File: src/rtl/lms_dac_iq_deinterleaver_pkg.sv
// Purpose: shared constants, FSM encoding and helpers for the LMS DAC I/Q deinterleaver.
// Latency: n/a (declarations only).
// Backpressure: n/a.
package lms_dac_iq_deinterleaver_pkg;

  localparam int   DW         = 12;    // sample width, matches TXD/RXD
  localparam logic I_LEVEL    = 1'b0;  // IQSEL level that marks the I word
  localparam int   FIFO_AW    = 2;     // pair FIFO depth = 2**FIFO_AW
  localparam int   PAIR_CNT_W = 32;
  localparam int   ERR_CNT_W  = 16;

  typedef enum logic {
    WAIT_I = 1'b0,
    WAIT_Q = 1'b1
  } fsm_state_e;

  // Saturating increment for the error counter: sticks at all-ones.
  function automatic logic [ERR_CNT_W-1:0] sat_inc(input logic [ERR_CNT_W-1:0] v);
    return (&v) ? v : v + 1'b1;
  endfunction

endpackage

File: src/rtl/lms_iq_pair_fifo.sv
// Purpose: first-word-fall-through FIFO of I/Q pairs; head holds last popped word when empty.
// Latency: a push is visible at the head on the cycle after the write edge.
// Backpressure: push when full is refused unless a pop happens in the same cycle.
module lms_iq_pair_fifo #(
  parameter int W  = 24,
  parameter int AW = 2
) (
  input  logic         clk,
  input  logic         rst,
  input  logic         push,
  input  logic [W-1:0] push_dat,
  output logic         push_acc,
  input  logic         pop,
  output logic [W-1:0] head_dat,
  output logic         empty
);

  localparam int DEPTH = 1 << AW;

  logic [W-1:0]  mem_q [DEPTH];
  logic [AW-1:0] wr_ptr_q;
  logic [AW-1:0] rd_ptr_q;
  logic [AW:0]   cnt_q;
  logic [W-1:0]  last_q;
  logic          full;
  logic          pop_ok;

  // Occupancy never exceeds DEPTH, so the MSB alone flags full.
  assign full     = cnt_q[AW];
  assign empty    = (cnt_q == '0);
  assign pop_ok   = pop && !empty;
  assign push_acc = push && (!full || pop_ok);
  assign head_dat = empty ? last_q : mem_q[rd_ptr_q];

  // Storage array: written only on an accepted push, no reset needed.
  always_ff @(posedge clk) begin
    if (push_acc) mem_q[wr_ptr_q] <= push_dat;
  end

  // Pointers, occupancy and the hold copy of the last popped head.
  always_ff @(posedge clk or posedge rst) begin
    if (rst) begin
      wr_ptr_q <= '0;
      rd_ptr_q <= '0;
      cnt_q    <= '0;
      last_q   <= '0;
    end else begin
      if (push_acc) wr_ptr_q <= wr_ptr_q + 1'b1;
      if (pop_ok) begin
        rd_ptr_q <= rd_ptr_q + 1'b1;
        last_q   <= mem_q[rd_ptr_q];
      end
      case ({push_acc, pop_ok})
        2'b10:   cnt_q <= cnt_q + 1'b1;
        2'b01:   cnt_q <= cnt_q - 1'b1;
        default: cnt_q <= cnt_q;
      endcase
    end
  end

endmodule

File: src/rtl/lms_dac_iq_deinterleaver.sv
// Purpose: rebuilds I/Q pairs from the interleaved TXD/IQSEL bus, checks framing, keeps stats.
// Latency: I on pins cycle n, Q cycle n+1 -> out_valid at n+3 (input reg, pair form, FIFO write).
// Backpressure: out_valid/out_ready; pairs arriving while the FIFO is full are dropped and flagged.
module lms_dac_iq_deinterleaver
  import lms_dac_iq_deinterleaver_pkg::*;
(
  input  logic                  clk,
  input  logic                  rst,
  input  logic                  enable,
  input  logic                  clear_stats,
  input  logic                  iqsel,
  input  logic [DW-1:0]         txd,
  output logic [DW-1:0]         out_i,
  output logic [DW-1:0]         out_q,
  output logic                  out_valid,
  input  logic                  out_ready,
  output logic                  locked,
  output logic [PAIR_CNT_W-1:0] pair_count,
  output logic [ERR_CNT_W-1:0]  err_count,
  output logic                  overflow
);

  logic                  iqsel_q;
  logic [DW-1:0]         txd_q;
  fsm_state_e            state_q, state_d;
  logic [DW-1:0]         i_hold_q, i_hold_d;
  logic [1:0]            good_cnt_q, good_cnt_d;
  logic                  locked_q, locked_d;
  logic                  frame_err;
  logic                  push_req;
  logic                  push_acc;
  logic                  fifo_empty;
  logic [2*DW-1:0]       head_dat;
  logic [PAIR_CNT_W-1:0] pair_count_q;
  logic [ERR_CNT_W-1:0]  err_count_q;
  logic                  overflow_q;

  // Single capture stage for the bus; idle value is the non-I level so it never starts a pair.
  always_ff @(posedge clk or posedge rst) begin
    if (rst) begin
      iqsel_q <= ~I_LEVEL;
      txd_q   <= '0;
    end else begin
      iqsel_q <= iqsel;
      txd_q   <= txd;
    end
  end

  // FSM, held I word and lock tracking registers.
  always_ff @(posedge clk or posedge rst) begin
    if (rst) begin
      state_q    <= WAIT_I;
      i_hold_q   <= '0;
      good_cnt_q <= '0;
      locked_q   <= 1'b0;
    end else begin
      state_q    <= state_d;
      i_hold_q   <= i_hold_d;
      good_cnt_q <= good_cnt_d;
      locked_q   <= locked_d;
    end
  end

  // Framing decode: pair forming, resync on newest I, lock after two clean pairs.
  always_comb begin
    state_d    = state_q;
    i_hold_d   = i_hold_q;
    good_cnt_d = good_cnt_q;
    locked_d   = locked_q;
    frame_err  = 1'b0;
    push_req   = 1'b0;
    if (!enable) begin
      state_d    = WAIT_I;
      good_cnt_d = '0;
      locked_d   = 1'b0;
    end else begin
      case (state_q)
        WAIT_I: begin
          if (iqsel_q == I_LEVEL) begin
            i_hold_d = txd_q;
            state_d  = WAIT_Q;
          end else if (locked_q) begin
            // A Q word while waiting for I only counts as an error once framing is trusted.
            frame_err  = 1'b1;
            good_cnt_d = '0;
            locked_d   = 1'b0;
          end
        end
        WAIT_Q: begin
          if (iqsel_q != I_LEVEL) begin
            state_d  = WAIT_I;
            // The first clean pair only primes the lock; the second one is already emitted.
            push_req = locked_q || (good_cnt_q == 2'd1);
            if (good_cnt_q != 2'd2) good_cnt_d = good_cnt_q + 2'd1;
            if (good_cnt_q != 2'd0) locked_d = 1'b1;
          end else begin
            // Two I words in a row: drop the older one and pair against the newest.
            frame_err  = 1'b1;
            good_cnt_d = '0;
            locked_d   = 1'b0;
            i_hold_d   = txd_q;
          end
        end
        default: state_d = WAIT_I;
      endcase
    end
  end

  lms_iq_pair_fifo #(
    .W  (2*DW),
    .AW (FIFO_AW)
  ) u_pair_fifo (
    .clk      (clk),
    .rst      (rst),
    .push     (push_req),
    .push_dat ({i_hold_q, txd_q}),
    .push_acc (push_acc),
    .pop      (out_ready),
    .head_dat (head_dat),
    .empty    (fifo_empty)
  );

  // Statistics; a clear in the same cycle as an event wins.
  always_ff @(posedge clk or posedge rst) begin
    if (rst) begin
      pair_count_q <= '0;
      err_count_q  <= '0;
      overflow_q   <= 1'b0;
    end else if (clear_stats) begin
      pair_count_q <= '0;
      err_count_q  <= '0;
      overflow_q   <= 1'b0;
    end else begin
      if (push_acc)              pair_count_q <= pair_count_q + 1'b1;
      if (frame_err)             err_count_q  <= sat_inc(err_count_q);
      if (push_req && !push_acc) overflow_q   <= 1'b1;
    end
  end

  assign out_valid  = !fifo_empty;
  assign out_i      = head_dat[2*DW-1:DW];
  assign out_q      = head_dat[DW-1:0];
  assign locked     = locked_q;
  assign pair_count = pair_count_q;
  assign err_count  = err_count_q;
  assign overflow   = overflow_q;

endmodule
File: config.mk
export PLATFORM = sky130hd
export DESIGN_NAME = lms_dac_iq_deinterleaver
export DESIGN_NICKNAME = d
export VERILOG_FILES = /design/src/rtl/lms_dac_iq_deinterleaver_pkg.sv /design/src/rtl/lms_iq_pair_fifo.sv /design/src/rtl/lms_dac_iq_deinterleaver.sv
export SDC_FILE = /design/constraint.sdc
export NUM_CORES = 1
export LEC_CHECK = 0
export CORE_AREA = 3 3 131 133
export DETAILED_ROUTE_END_ITERATION = 16
export DIE_AREA = 0 0 134 136
export GPL_ROUTABILITY_DRIVEN = 0
export PLACE_DENSITY = 0.73
export SLEW_MARGIN = 30
export SYNTH_ARGS = -nofsm -noshare
export SYNTH_HDL_FRONTEND = slang
export SYNTH_SLANG_ARGS = --single-unit
File: constraint.sdc
create_clock -name clk -period 7.1 [get_ports clk]
set_clock_uncertainty 0.05 [all_clocks]
set_input_delay 1.065 -clock clk [delete_from_list [all_inputs] [get_ports clk]]
set_output_delay 1.065 -clock clk [all_outputs]
set_load 0.005 [all_outputs]
==> metrics.cfg, run 1 <==
[clocking]
clk_pin_slew_ns = 0.06
postCtsHoldBufs = 0
root_buffer = clkbuf_16
cts_max_level = 1
insertion_delay_ns = 0.49
ctsResizeCount = 0
cts_tree = yes
post_cts.repair.setup_buffers = 0
clk_path_buf_depth = 3
cts.sinks = 205
cts_buffers = 22

[global_routing]
grt_antenna_before_repair = 0
grt_pass1_vias = 5285
track_usage_pct = 18.6
grt_max_degree = 58
globalRouteOverflowTotal = 0
grt_first_pass_wirelength_mm = 27.4

[die]
die_y_um = 136
die_w_um = 134
io_pins = 93
initial_core_util_pct = 54.0
num_rows = 46
die_area_um2 = 18200
core_area_um2 = 15900

[setup_path]
critPathMaxFanout = 15
arrival_ns = 2.96
startpoint_type = flop
r2r-start = good_cnt_q[1]
rrSetupSlack_ns = 4.49
r2r_cells = 7
worstSetupEndpointType = output port
rr_endpoint = pair_count[26]
crit_required_ns = 5.98
worst-setup-path-type = reg2out

[timing]
fin_crit_ns = 4.08
hold_violations = 0
fin_crit_sh_pct = 57.4
setup_tns_ns = 0
slew_headroom_pct = 46.8
fmax_mhz = 245
finalMaxSlewViolations = 0
whs_ns = 0.440
rsz0062_at_grt = false
worst_slew_pin_slew_ns = 0.797
setup_viol = 0

[yosys]
synthDominantCellAreaShare_pct = 33.5
synthTopCellsByArea = edfxtp_1 (33%), dfrtp_1 (31%), mux2_2 (7.8%)
synth_edf_count = 96
yosysWarnings = 0
ys_seq_elements = 205
mappedNetlistNets = 611
synth_common_cells = dfrtp_1 (108), edfxtp_1 (96), mux2_2 (60)
synth_area_um2 = 8610
yosysMostFrequentCell = dfrtp_1
avgSynthCellArea_um2 = 14.8
async_flop_share_pct = 53.2
synth_cell_types = 49
netlist_instances = 582
synth_ff_type = dfrtp_1
yosys.area.top_type = edfxtp_1
ys_seq_area_share_pct = 65.2

[route]
drtIter0Drc = 287
firstDrtPassIters = 6
drt-vias-per-instance = 5.61
drc = 0
totalWireLength_mm = 16.7
vias = 5124
ant_nets = 0
routedWlPerCell_um = 18.2

[cells_and_area]
finalNetCount = 711
n_antenna_cell = 0
layout-drive-gt1-share_pct = 19.3
fillCellCount = 1123
syn2layout_area_growth_pct = 21.7
regArea_um2 = 5610
multi_input_area_um2 = 2820
final_cells = 914
fin_util_pct = 65.7

[pwr]
vdd_drop_max_mv = 0.165
p_per_area_nw_per_um2 = 320
p_leak_nw = 3.84

[worst_hold_path]
hold_depth = 1
hold_class = reg2reg
min_to = u_pair_fifo.cnt_q[0]
holdCritStartpoint = u_pair_fifo.cnt_q[0]

[placement]
dpl.hpwl_mm = 10.6
port_buffers = 92
place_inst = 874

[status]
status = complete, no violations

[run]
max_cap_violations = 0

power by group:
group | leakage, nW | switching (mW) | internal (mW)
registers | 2.25 | 0.110 | 1.36
clock network | 0.352 | 0.448 | 0.662
logic | 1.24 | 0.269 | 0.505
total | 3.84 | 0.827 | 2.53
metal layers:
layer / vias to the layer above / global-route usage [%] / share of wire (%)
li1: 2366 / - / -
met1: 2614 / 25.0 / 43
met2: 123 / 32.1 / 51
met3: 21 / 3.48 / 5.0
met4: 0 / 3.94 / 1.3
met5: - / 0 / 0
cell usage in the layout (no fill, tap or decap), drive strengths merged, types with 5 or more instances in the layout:
master	n
dfrtp	108
edfxtp	96
clkdlybuf4s50	92
mux2	60
nor2	39
nand2	30
clkbuf	29
xnor2	24
mux4	24
inv	19
xor2	16
nand3	16
a21oi	14
nand4	13
o21ai	10
ha	10
buf	10
or4	9
nor3	8
clkinv	8
or3	7
and3	7
nor4	7
and2	6
o31ai	5
a211oi	5
sequential cells by signal, summed over array words and instances (netlist names):
signal                cells
good_cnt_q                2
u_pair_fifo.mem_q        96
overflow                  1
u_pair_fifo.cnt_q         3
state_q                   1
u_pair_fifo.rd_ptr_q      2
locked                    1
txd_q                    12
pair_count               32
iqsel_q                   1
i_hold_q                 12
err_count                16
u_pair_fifo.wr_ptr_q      2
u_pair_fifo.last_q       24
kinds of logic after synthesis:
group | Yosys count | share of synthesized area, %
mux | 86 | 14.4
buf+inv | 43 | 2.19
simple gates | 155 | 9.47
xor+xnor | 40 | 4.07
flops | 205 | 65.2
compound gates | 42 | 3.07
fa+ha+maj | 11 | 1.69
metrics by stage:
stage | area (um2) | setup WS, ns | power (mW)
global route | 10500 | 2.78 | 3.52
CTS | 10500 | 2.93 | 3.40
floorplan | 8610 | 3.11 | 1.95
global placement | 9760 | 3.48 | 2.25
detailed placement | 9760 | 3.45 | 2.28
finish | 10500 | 3.02 | 3.35
cell type report:
class	instances	area share (%)
Multi-Input combinational cell	334	26.9
Clock inverter	11	0.848
Tap cell	216	2.58
Sequential cell	205	53.6
Inverter	17	0.633
Clock buffer	29	5.99
Timing Repair Buffer	102	9.50
worst max path at each step:
| stage | start | endpoint | slack, ns |
|---|---|---|---|
| after CTS | u_pair_fifo.rd_ptr_q[0] | out_i[8] | 2.93 |
| after global routing | u_pair_fifo.rd_ptr_q[0] | out_i[8] | 2.78 |
| after detailed placement | enable | u_pair_fifo.cnt_q[1] | 3.45 |
| after global placement | u_pair_fifo.rd_ptr_q[0] | out_q[1] | 3.48 |
| final | u_pair_fifo.rd_ptr_q[0] | out_i[8] | 3.02 |
| after floorplan | rst | err_count[0] | 3.11 |
worst max-delay path: stages, from the launching register on:
cell and delay, ns:
dfrtp_1 0.76, buf_4 0.42, mux4_2 0.56, mux2_2 0.28, clkdlybuf4s50_1 0.45
No activity file was read; power rests on OpenSTA's default activity.
==> run 2, diff against run 1 <==
clock period = 3.8 ns   (was 7.1 ns; I/O delays follow)
==> run 2 against run 1 <==
  * Sequential share of layout area is 0.16 points higher
  * Global-route usage up 0.22 points
  * Via count up 1.1%
  * Die area is the same
  * Combinational power grew 99%
  * Core utilization down 0.20 points
  * Wire length shrank 0.77%
  * Cell count is the same
  * Flip-flop and latch count unchanged
  * Critical path depth unchanged
  * Register-to-register slack got worse by 3.2 ns
  * Largest cell class unchanged
==> metrics.cfg, run 2 (same netlist as run 1, synthesis figures left out) <==
[cells_and_area]
fin_util_pct = 65.5  ; was 65.7%
n_antenna_cell = 0  ; unchanged
final_cells = 914  ; unchanged
largest_reg_flops = 96  ; unchanged
final_cell_mix = dfrtp_1 (108), edfxtp_1 (96), clkdlybuf4s50_1 (92), mux2_2 (60), nor2_1 (39)  ; was dfrtp_1 (107), edfxtp_1 (96), clkdlybuf4s50_1 (92), mux2_2 (60), nor2_1 (39)
final_common_cell = dfrtp_1  ; unchanged
syn2layout_area_growth_pct = 21.3  ; was 21.7%
layout-drive-gt1-share_pct = 18.6  ; was 19.3%
finalNetCount = 714  ; was 711
top_register = u_pair_fifo.mem_q  ; unchanged

[die]
die_w_um = 134  ; unchanged
initial_core_util_pct = 54.0  ; unchanged
core_area_um2 = 15900  ; unchanged
die_area_um2 = 18200  ; unchanged
io_pins = 93  ; unchanged
die_y_um = 136  ; unchanged
num_rows = 46  ; unchanged

[timing]
fin_crit_ns = 3.13
rsz0062_at_grt = false  ; unchanged
worst_slack_ns = 0.671  ; was 3.02 ns
setup_tns_ns = 0  ; unchanged
worst_slew_pin_slew_ns = 1.02  ; was 0.797 ns
fmax_mhz = 320
hold_violations = 0  ; unchanged
setup_viol = 0  ; unchanged
slew_headroom_pct = 31.1  ; was 46.8%
whs_ns = 0.442  ; was 0.440 ns
finalMaxSlewViolations = 0  ; unchanged
fin_crit_sh_pct = 82.3

[route]
drtIter0Drc = 291  ; was 287
firstDrtPassIters = 5  ; was 6
drc = 0  ; unchanged
ant_nets = 0  ; unchanged
totalWireLength_mm = 16.5  ; was 16.7 mm
vias = 5180  ; was 5124
drt-vias-per-instance = 5.67  ; was 5.61
routedWlPerCell_um = 18.1  ; was 18.2 um

[clocking]
cts_max_level = 1  ; unchanged
ctsResizeCount = 0  ; unchanged
cts_tree = yes  ; unchanged
postCtsHoldBufs = 0  ; unchanged
cts_buffers = 21  ; was 22
post_cts.repair.setup_buffers = 0  ; unchanged
root_buffer = clkbuf_16  ; unchanged
insertion_delay_ns = 0.48  ; was 0.49 ns
clk_pin_slew_ns = 0.06  ; about the same
clk_path_buf_depth = 3  ; unchanged
cts.sinks = 205  ; unchanged

[placement]
port_buffers = 92  ; unchanged
place_inst = 878  ; was 874
dpl.hpwl_mm = 10.4  ; was 10.6 mm
place_ws_ns = 0.761  ; was 3.45 ns

[worst_hold_path]
hold_depth = 1  ; unchanged
min_to = u_pair_fifo.cnt_q[0]  ; unchanged
holdCritStartpoint = u_pair_fifo.cnt_q[0]  ; unchanged
hold_class = reg2reg  ; unchanged

[global_routing]
grt_first_pass_wirelength_mm = 27.8  ; was 27.4 mm
globalRouteOverflowTotal = 0  ; unchanged
grt_pass1_vias = 5451  ; was 5285
grt_antenna_before_repair = 0  ; unchanged
track_usage_pct = 18.9  ; was 18.6%
grt_max_degree = 61  ; was 58

[setup_path]
r2r_cells = 7  ; unchanged
rr_endpoint = pair_count[30]  ; was pair_count[26]
critPathMaxFanout = 14  ; was 15
r2r-start = good_cnt_q[1]  ; unchanged
worst-setup-path-type = reg2out  ; unchanged
crit_required_ns = 3.18  ; was 5.98 ns
arrival_ns = 2.51  ; was 2.96 ns
rrSetupSlack_ns = 1.28  ; was 4.49 ns
startpoint_type = flop  ; unchanged
worstSetupEndpointType = output port  ; unchanged
startpoint = u_pair_fifo.rd_ptr_q[1]  ; was u_pair_fifo.rd_ptr_q[0]

[pwr]
internal_power_mw = 4.66  ; was 2.53 mW
p_leak_nw = 3.83  ; was 3.84 nW
pwr-share-clk_pct = 31.2  ; was 33.1%
power_frac_seq_pct = 43.7  ; was 43.8%
p_per_area_nw_per_um2 = 589  ; was 320 nW/um2
comb_power_share_pct = 25.1  ; was 23.1%
sw_frac_of_total_pct = 24.4  ; was 24.7%
p_sw_mw = 1.50  ; was 0.827 mW
vdd_drop_max_mv = 0.310  ; was 0.165 mV

[status]
status = complete, no violations  ; unchanged

[run]
max_cap_violations = 0  ; unchanged

-- run 2: cell types whose count changed in the layout (fill, tap and decap cells not counted), sizes merged --
cell and change:
buf +4, bufinv +1, clkbuf -3, inv -2
-- run 2: cell type report --
cell class,count,area [um2]
well taps,216,270
flip-flops and latches,205,5610
clock buffers,26,544
clock inverters,10,92.6
fillers,1121,5500
inverters,17,66.3
repair buffers,106,1050
multi-input cells,334,2810
-- run 2: critical path: stages (launching register included) --
cell             delay [ns]
dfrtp_1                0.74
buf_12                 0.24
mux4_2                 0.33
mux2_2                 0.28
clkdlybuf4s50_1        0.45
-- run 2: worst max path at each step --
stage,end,slack [ns]
after global routing,out_i[2],0.56
after floorplan,err_count[0],0.31
after global placement,pair_count[28],0.85
after detailed placement,pair_count[26],0.76
final,out_i[2],0.67
after CTS,out_i[2],0.63
-- run 2: stage by stage --
step	power [mW]	cell area [um2]
floorplan	3.64	8610
global placement	4.25	9810
detailed placement	4.31	9810
CTS	6.24	10400
global route	6.47	10400
finish	6.16	10400
-- run 2: power groups by stage --
stage	Sequential, mW	Clock (mW)	Combinational (mW)
detailed placement	2.74	0	1.57
global placement	2.72	0	1.54
global route	2.72	2.07	1.68
floorplan	2.66	0	0.977
finish	2.69	1.92	1.54
CTS	2.70	1.96	1.58
-- run 2: routing by layer --
layer / GRT usage (%) / wire (um)
met4: 4.40 / 256
met1: 25.3 / 7070
met5: 0 / 0
met2: 32.7 / 8320
met3: 3.18 / 893
